--- config.mk ---
export PLATFORM = sky130hd
export DESIGN_NAME = wb_rr_arbiter
export DESIGN_NICKNAME = d
export VERILOG_FILES = /design/src/rtl/wb_rr_arbiter_pkg.sv /design/src/rtl/wb_rr_arbiter_rr_pick.sv /design/src/rtl/wb_rr_arbiter.sv
export SDC_FILE = /design/constraint.sdc
export NUM_CORES = 1
export LEC_CHECK = 0
export CAP_MARGIN = 0
export CORE_AREA = 2 2 273 275
export DETAILED_ROUTE_END_ITERATION = 7
export DIE_AREA = 0 0 275 277
export PLACE_DENSITY = 0.4
export SLEW_MARGIN = 20
export SYNTH_ARGS = -nofsm -noshare
export SYNTH_HDL_FRONTEND = slang
export SYNTH_SLANG_ARGS = --single-unit
--- constraint.sdc ---
create_clock -name i_clk -period 5.52 [get_ports i_clk]
set_input_delay 1.104 -clock i_clk [delete_from_list [all_inputs] [get_ports i_clk]]
set_output_delay 1.104 -clock i_clk [all_outputs]
set_load 0.01 [all_outputs]
--- src/rtl/wb_rr_arbiter_pkg.sv ---
// Shared types and master indices for the Wishbone round-robin arbiter.
package wb_rr_arbiter_pkg;

    typedef enum logic [1:0] {
        ARB_IDLE,
        ARB_OWN,
        ARB_DRAIN
    } wb_arb_state_t;

    localparam int unsigned WB_MST_ICACHE = 0;
    localparam int unsigned WB_MST_DCACHE = 1;
    localparam int unsigned WB_MST_DM     = 2;

endpackage

--- src/rtl/wb_rr_arbiter_rr_pick.sv ---
// Combinational round-robin picker: first requester after last_i, wrapping modulo NumReq.
module wb_rr_arbiter_rr_pick
    import wb_rr_arbiter_pkg::*;
#(
    parameter int unsigned NumReq = 3,
    parameter int unsigned IdxW   = 2
) (
    input  logic [NumReq-1:0] req_i,
    input  logic [IdxW-1:0]   last_i,
    output logic [IdxW-1:0]   grant_o,
    output logic              any_o
);

    always_comb begin
        int idx;
        idx     = 0;
        grant_o = last_i;
        any_o   = 1'b0;
        // Scan from the far end so the nearest requester after last_i overrides the rest.
        for (int i = int'(NumReq); i >= 1; i--) begin
            idx = (int'(last_i) + i) % int'(NumReq);
            if (req_i[idx]) begin
                grant_o = IdxW'(idx);
                any_o   = 1'b1;
            end
        end
    end

endmodule

--- src/rtl/wb_rr_arbiter.sv ---
// Round-robin arbiter sharing one pipelined Wishbone port between NUM_MASTERS bus masters.
// Grants per cyc frame, bounds outstanding strobes, preempts starving frames, aborts hung ones.
module wb_rr_arbiter
    import wb_rr_arbiter_pkg::*;
#(
    parameter int unsigned NUM_MASTERS     = 3,
    parameter int unsigned MAX_OUTSTANDING = 4,
    parameter int unsigned STARVE_LIMIT    = 32,
    parameter int unsigned ACK_TIMEOUT     = 1023,
    localparam int unsigned IW = (NUM_MASTERS > 1) ? $clog2(NUM_MASTERS) : 1
) (
    input  logic                      i_clk,
    input  logic                      i_reset,
    input  logic [NUM_MASTERS*64-1:0] i_m_wb_adr,
    input  logic [NUM_MASTERS*64-1:0] i_m_wb_dat,
    input  logic [NUM_MASTERS-1:0]    i_m_wb_we,
    input  logic [NUM_MASTERS*8-1:0]  i_m_wb_sel,
    input  logic [NUM_MASTERS-1:0]    i_m_wb_stb,
    input  logic [NUM_MASTERS-1:0]    i_m_wb_cyc,
    input  logic [NUM_MASTERS-1:0]    i_m_wb_lock,
    output logic [63:0]               o_m_wb_dat,
    output logic [NUM_MASTERS-1:0]    o_m_wb_ack,
    output logic [NUM_MASTERS-1:0]    o_m_wb_stall,
    output logic [NUM_MASTERS-1:0]    o_m_wb_rty,
    output logic [63:0]               o_wb_adr,
    output logic [63:0]               o_wb_dat,
    output logic                      o_wb_we,
    output logic [7:0]                o_wb_sel,
    output logic                      o_wb_stb,
    output logic                      o_wb_cyc,
    input  logic [63:0]               i_wb_dat,
    input  logic                      i_wb_ack,
    input  logic                      i_wb_stall,
    output logic [IW-1:0]             o_owner,
    output logic                      o_busy,
    output logic                      o_timeout
);

    localparam int unsigned OW = $clog2(MAX_OUTSTANDING + 1);
    localparam int unsigned WW = $clog2(STARVE_LIMIT + 1);
    localparam int unsigned TW = $clog2(ACK_TIMEOUT + 1);
    localparam logic [OW-1:0] OUT_MAX    = OW'(MAX_OUTSTANDING);
    localparam logic [WW-1:0] WAIT_LAST  = WW'(STARVE_LIMIT - 1);
    localparam logic [TW-1:0] TIMER_LAST = TW'(ACK_TIMEOUT - 1);

    wb_arb_state_t          state_q, state_d;
    logic [IW-1:0]          owner_q, owner_d;
    logic [IW-1:0]          last_q, last_d;
    logic [OW-1:0]          outst_q, outst_d;
    logic [WW-1:0]          wait_q, wait_d;
    logic [TW-1:0]          timer_q, timer_d;

    logic [IW-1:0]          pick_idx;
    logic                   pick_any;
    logic [NUM_MASTERS-1:0] owner_oh;
    logic                   own_cyc, own_stb, own_lock;
    logic                   busy, others_req, starve_hit, drain_done, timeout, block;
    logic                   accept, ack_dec, retry;

    wb_rr_arbiter_rr_pick #(
        .NumReq (NUM_MASTERS),
        .IdxW   (IW)
    ) u_pick (
        .req_i   (i_m_wb_cyc),
        .last_i  (last_q),
        .grant_o (pick_idx),
        .any_o   (pick_any)
    );

    always_comb begin
        owner_oh = '0;
        own_cyc  = 1'b0;
        own_stb  = 1'b0;
        own_lock = 1'b0;
        o_wb_adr = '0;
        o_wb_dat = '0;
        o_wb_we  = 1'b0;
        o_wb_sel = '0;
        for (int k = 0; k < int'(NUM_MASTERS); k++) begin
            if (owner_q == IW'(k)) begin
                owner_oh[k] = 1'b1;
                own_cyc     = i_m_wb_cyc[k];
                own_stb     = i_m_wb_stb[k];
                own_lock    = i_m_wb_lock[k];
                o_wb_adr    = i_m_wb_adr[64*k +: 64];
                o_wb_dat    = i_m_wb_dat[64*k +: 64];
                o_wb_we     = i_m_wb_we[k];
                o_wb_sel    = i_m_wb_sel[8*k +: 8];
            end
        end
    end

    assign busy       = (state_q != ARB_IDLE);
    assign others_req = |(i_m_wb_cyc & ~owner_oh);
    assign starve_hit = (state_q == ARB_OWN) && others_req && !own_lock && (wait_q == WAIT_LAST);
    assign drain_done = (state_q == ARB_DRAIN) && own_cyc && (outst_q == '0);
    assign timeout    = busy && (outst_q != '0) && !i_wb_ack && (timer_q == TIMER_LAST);
    // Starvation blocks the owner already in the cycle the limit is reached.
    assign block      = (outst_q == OUT_MAX) || (state_q == ARB_DRAIN) || starve_hit || timeout;
    assign o_wb_cyc   = busy && own_cyc && !drain_done;
    assign o_wb_stb   = o_wb_cyc && own_stb && !block;
    assign accept     = o_wb_stb && !i_wb_stall;
    assign ack_dec    = busy && i_wb_ack && (outst_q != '0);
    assign retry      = drain_done || timeout;

    always_comb begin
        o_m_wb_stall = '1;
        o_m_wb_ack   = '0;
        o_m_wb_rty   = '0;
        if (busy) begin
            o_m_wb_stall = ~owner_oh | {NUM_MASTERS{i_wb_stall | block}};
            o_m_wb_ack   = owner_oh & {NUM_MASTERS{i_wb_ack}};
            o_m_wb_rty   = owner_oh & {NUM_MASTERS{retry}};
        end
    end

    assign o_m_wb_dat = i_wb_dat;
    assign o_owner    = owner_q;
    assign o_busy     = busy;
    assign o_timeout  = timeout;

    always_comb begin
        state_d = state_q;
        owner_d = owner_q;
        last_d  = last_q;
        outst_d = outst_q;
        wait_d  = wait_q;
        timer_d = timer_q;
        unique case (state_q)
            ARB_IDLE: begin
                outst_d = '0;
                wait_d  = '0;
                timer_d = '0;
                if (pick_any) begin
                    owner_d = pick_idx;
                    state_d = ARB_OWN;
                end
            end
            ARB_OWN, ARB_DRAIN: begin
                outst_d = outst_q + OW'(accept) - OW'(ack_dec);
                timer_d = (i_wb_ack || outst_q == '0) ? '0 : timer_q + TW'(1);
                if (state_q == ARB_OWN) begin
                    wait_d = (others_req && !own_lock) ? wait_q + WW'(1) : '0;
                    if (starve_hit) begin
                        state_d = ARB_DRAIN;
                        wait_d  = '0;
                    end
                end
                if (timeout || !own_cyc || drain_done) begin
                    state_d = ARB_IDLE;
                    last_d  = owner_q;
                    outst_d = '0;
                    wait_d  = '0;
                    timer_d = '0;
                end
            end
            default: state_d = ARB_IDLE;
        endcase
    end

    always_ff @(posedge i_clk) begin
        if (i_reset) begin
            state_q <= ARB_IDLE;
            owner_q <= '0;
            last_q  <= IW'(NUM_MASTERS - 1);
            outst_q <= '0;
            wait_q  <= '0;
            timer_q <= '0;
        end else begin
            state_q <= state_d;
            owner_q <= owner_d;
            last_q  <= last_d;
            outst_q <= outst_d;
            wait_q  <= wait_d;
            timer_q <= timer_d;
        end
    end

endmodule

==> summary.txt <==
Route
  – Iter 0 DRT Violations: 291
  – Drt drc: 0
  – DR pass1 iterations: 6
  – Total vias in the final route: 7432
  – Routed WL: 40800 um
  – Vias per cell: between 3 and 4
  – Drt wl/cell: around 19 um
  – DRT antenna net count: 0

Timing
  – Final setup viols: 0
  – Final hold viol count: 0
  – Final worst path period need: between 4 and 5 ns
  – Setup ws final: 0.708 ns
  – Maximum clock rate: 208 MHz
  – Final period util: approximately 87%
  – RSZ-0062 raised after global routing: no
  – Final max-slew violation count: 0
  – Setup TNS: 0 ns
  – Skew final: between 0.0015 and 0.002 ns
  – Rel. slew slack: between 20 and 30%
  – Slew of the pin with the lowest slew margin: about 1.1 ns

Clocking
  – Post-CTS resize count: 0
  – Clock transition at path regs: approximately 0.07 ns
  – Hold-fix buffer count after cts: 0
  – TritonCTS clock tree: yes
  – Post-CTS Setup Repair Bufs: 0
  – Sinks on the clock net: 25
  – CTS root buf: clkbuf_16
  – Clock latency on the worst-skew pair: approximately 0.26 ns
  – Bufs on Longest Clock Path: 2
  – Cts bufs inserted: 3
  – Max H-tree Level: 1

Yosys
  – Ranking of synthesized cells by area: mux2i_1 (28%), o21ai_0 (14%), nand2_1 (11%), dfxtp_1 (9.6%), buf_4 (9.2%)
  – Post-synth EDFFs: 0
  – Cell count after synthesis: just under 800
  – Mux contribution to synthesized area: 28.1%
  – Main flop type after synthesis: dfxtp_1
  – Area leader, netlist: mux2i_1
  – XOR/XNOR Fraction of Synth Area: 0.167%
  – Largest family of logic cells by synthesized area: multiplexers
  – Post-synthesis adder-cell area fraction: around 3.3%
  – Top-area cell type share of the netlist area: approximately 28%
  – Synthesized area: 5230 um2
  – Yosys cell types: 56
  – Yosys warning count: 0
  – Yosys reg bits: 25
  – Async SR Flop Fraction: 0%
  – Avg Cell Area, Syn: 6.78 um2
  – Syn Nets: ~1300
  – Simple-Gate Fraction of Synth Area: between 20% and 30%
  – Post-synthesis sequential area ratio: under 10%
  – Compound-gate portion of the synthesized area: between 20% and 30%

Global route
  – Initial antenna violation count: 7
  – GRT overflow: 0
  – Global Route Usage Sum: between 9 and 10%
  – Vias in the first global route: 7376
  – First-pass GRT wire length: between 50000 and 60000 um
  – Largest net degree at the start of global routing: roughly 110

Worst setup path
  – WP data required: between 4 and 5 ns
  – Max incr delay on CP: roughly 0.65 ns
  – Crit-path cells: clkdlybuf4s50_1, o21ba_2, o22ai_1, or3b_2, nand4b_1, or4b_1, clkdlybuf4s50_1
  – Most used cell, CP: clkdlybuf4s50_1
  – Crit path capture: o_m_wb_stall[2]
  – CP Class: in2out
  – R2R Setup Slk: around 1.6 ns
  – Family with the most delay on the worst path: buffers and inverters
  – Crit start category: input port
  – Critical path depth: 7
  – Worst Path Buf+Inv: 2
  – Worst setup path startpoint: i_m_wb_cyc[2]
  – Worst path arrival time: ~3.7 ns
  – Worst r2r src: o_owner[1]
  – CP endpoint kind: output port
  – Crit-path slowest cell: clkdlybuf4s50_1
  – Worst Path Max Fanout: 13
  – Reg-to-Reg End: outst_q[2]
  – Worst R2R Path Depth: 12

Floorplan
  – # IOs: roughly 700
  – Starting Density: between 7 and 8%
  – Core area: around 74000 um2
  – DIE AREA: roughly 76000 um2
  – Die span in y: about 280 um
  – Row count: 100
  – Die Span X: between 200 and 300 um

Placement
  – Gpl congestion: 0.831
  – HPWL after detailed placement: 35500 um
  – Dpl ws: between 0.7 and 0.8 ns
  – PortBufs: around 580
  – Placed cells: around 2200

Outcome
  – Status: finished, final reports clean

Power and ir drop
  – Power Total: between 3 and 4 mW
  – Peak VDD IR: approximately 0.00011 V
  – Power density over cell area: about 290 nW/um2
  – Pleak: 3.81 nW

Cells and area
  – Utilization after layout: roughly 16%
  – Final net count: 1734
  – Layout cells sized above 1: 2.19%
  – Final cell count without fillers: between 2000 and 2500
  – Reg area: about 500 um2
  – # fillers: 8314
  – Layout area overhead: 123%
  – Area of the multi-input gates: 3950 um2

Hold path
  – Hold WC Path Type: reg2reg
  – Hold Startpoint: wait_q[0]

Job
  – Max-cap viol count: 0
==> cell usage in the layout (no fill, tap or decap), types with 4 or more instances in the layout <==
master,n
o211ai_1,4
mux2i_1,147
nand2_1,157
nand3b_1,8
ha_1,12
nor3_1,8
a31oi_1,8
dfxtp_1,23
a21o_1,4
o21ai_0,144
buf_4,7
nand3_1,16
nand2b_1,4
nor4_1,5
inv_1,14
nor2_1,16
a311oi_1,9
clkdlybuf4s50_1,575
and3_1,7
a21oi_1,8
==> state kept, by name, summed over array words and instances (netlist names) <==
| register | count |
|---|---|
| o_owner | 2 |
| outst_q | 3 |
| state_q | 2 |
| timer_q | 10 |
| last_q | 2 |
| wait_q | 6 |
==> kinds of logic after synthesis <==
group | Yosys count
and+or+nand+nor | 245
muxes | 147
xor gates and xnor gates | 1
DFF | 25
buffers and inverters | 143
adders and majority gates | 13
AOI/OAI and AO/OA | 198
==> where the power goes <==
part	total [mW]	switching [mW]	leakage [nW]	internal (mW)
clock	0.168	0.0689	0.0382	0.0990
sequential	0.284	0.0848	0.204	0.200
combinational	2.91	1.50	3.57	1.42
==> stage by stage <==
stage | hold slack, ns | cell area [um2]
after global placement | 0.486 | 11600
after global routing | 0.535 | 11600
after detailed placement | 0.489 | 11600
after floorplan | 0.456 | 5230
final | 0.491 | 11700
after CTS | 0.497 | 11600
==> Yosys cell counts, types with 3 or more instances <==
| cell | number |
|---|---|
| buf_4 | 64 |
| buf_2 | 9 |
| nand2b_1 | 4 |
| a21oi_1 | 8 |
| ha_1 | 12 |
| nand3_1 | 16 |
| a21o_1 | 4 |
| a22oi_1 | 3 |
| nor4_1 | 5 |
| nor2b_1 | 3 |
| nor2_1 | 17 |
| o21ai_0 | 144 |
| nand3b_1 | 8 |
| nand2_1 | 157 |
| o211ai_1 | 4 |
| and3_1 | 7 |
| nand4_1 | 3 |
| inv_1 | 14 |
| o22ai_1 | 3 |
| dfxtp_1 | 25 |
| a311oi_1 | 9 |
| buf_1 | 6 |
| mux2i_1 | 147 |
| nor3_1 | 8 |
| a31oi_1 | 8 |
| clkbuf_1 | 47 |
==> worst min path at each step <==
stage | to | slack, ns | cells after the start
6_report | wait_q[0] | 0.49 | 2
5_1_grt | timer_q[0] | 0.53 | 2
4_1_cts | wait_q[0] | 0.50 | 2
3_5_place_dp | timer_q[0] | 0.49 | 2
3_3_place_gp | wait_q[0] | 0.49 | 2
2_1_floorplan | timer_q[9] | 0.46 | 1
==> layer usage <==
metal / GRT usage [%] / part of all wire, %
met1: 11.1 / 39
met2: 16.6 / 46
met3: 4.53 / 13
met4: 2.59 / 2.5
met5: 0 / 0.12
==> worst register-to-register path, cell delays in order, from the launching register on <==
cell and delay (ns):
dfxtp_4 0.91, mux2i_1 0.24, o22ai_1 0.34, or3b_2 0.23
nand3_1 0.10, or4b_1 0.53, ha_1 0.30, inv_1 0.04
ha_1 0.18, fa_1 0.38, xor2_1 0.16, a21o_1 0.19
a32o_1 0.24
==> area by class of cell <==
class | count | share of cell area, %
Tap cell | 969 | 10.4
Clock buffer | 4 | 0.677
Multi-Input combinational cell | 604 | 33.9
Antenna cell | 1 | 0.0215
Inverter | 15 | 0.483
Sequential cell | 25 | 4.36
Timing Repair Buffer | 584 | 50.2
Note: power is estimated with default switching activity, not from simulation.
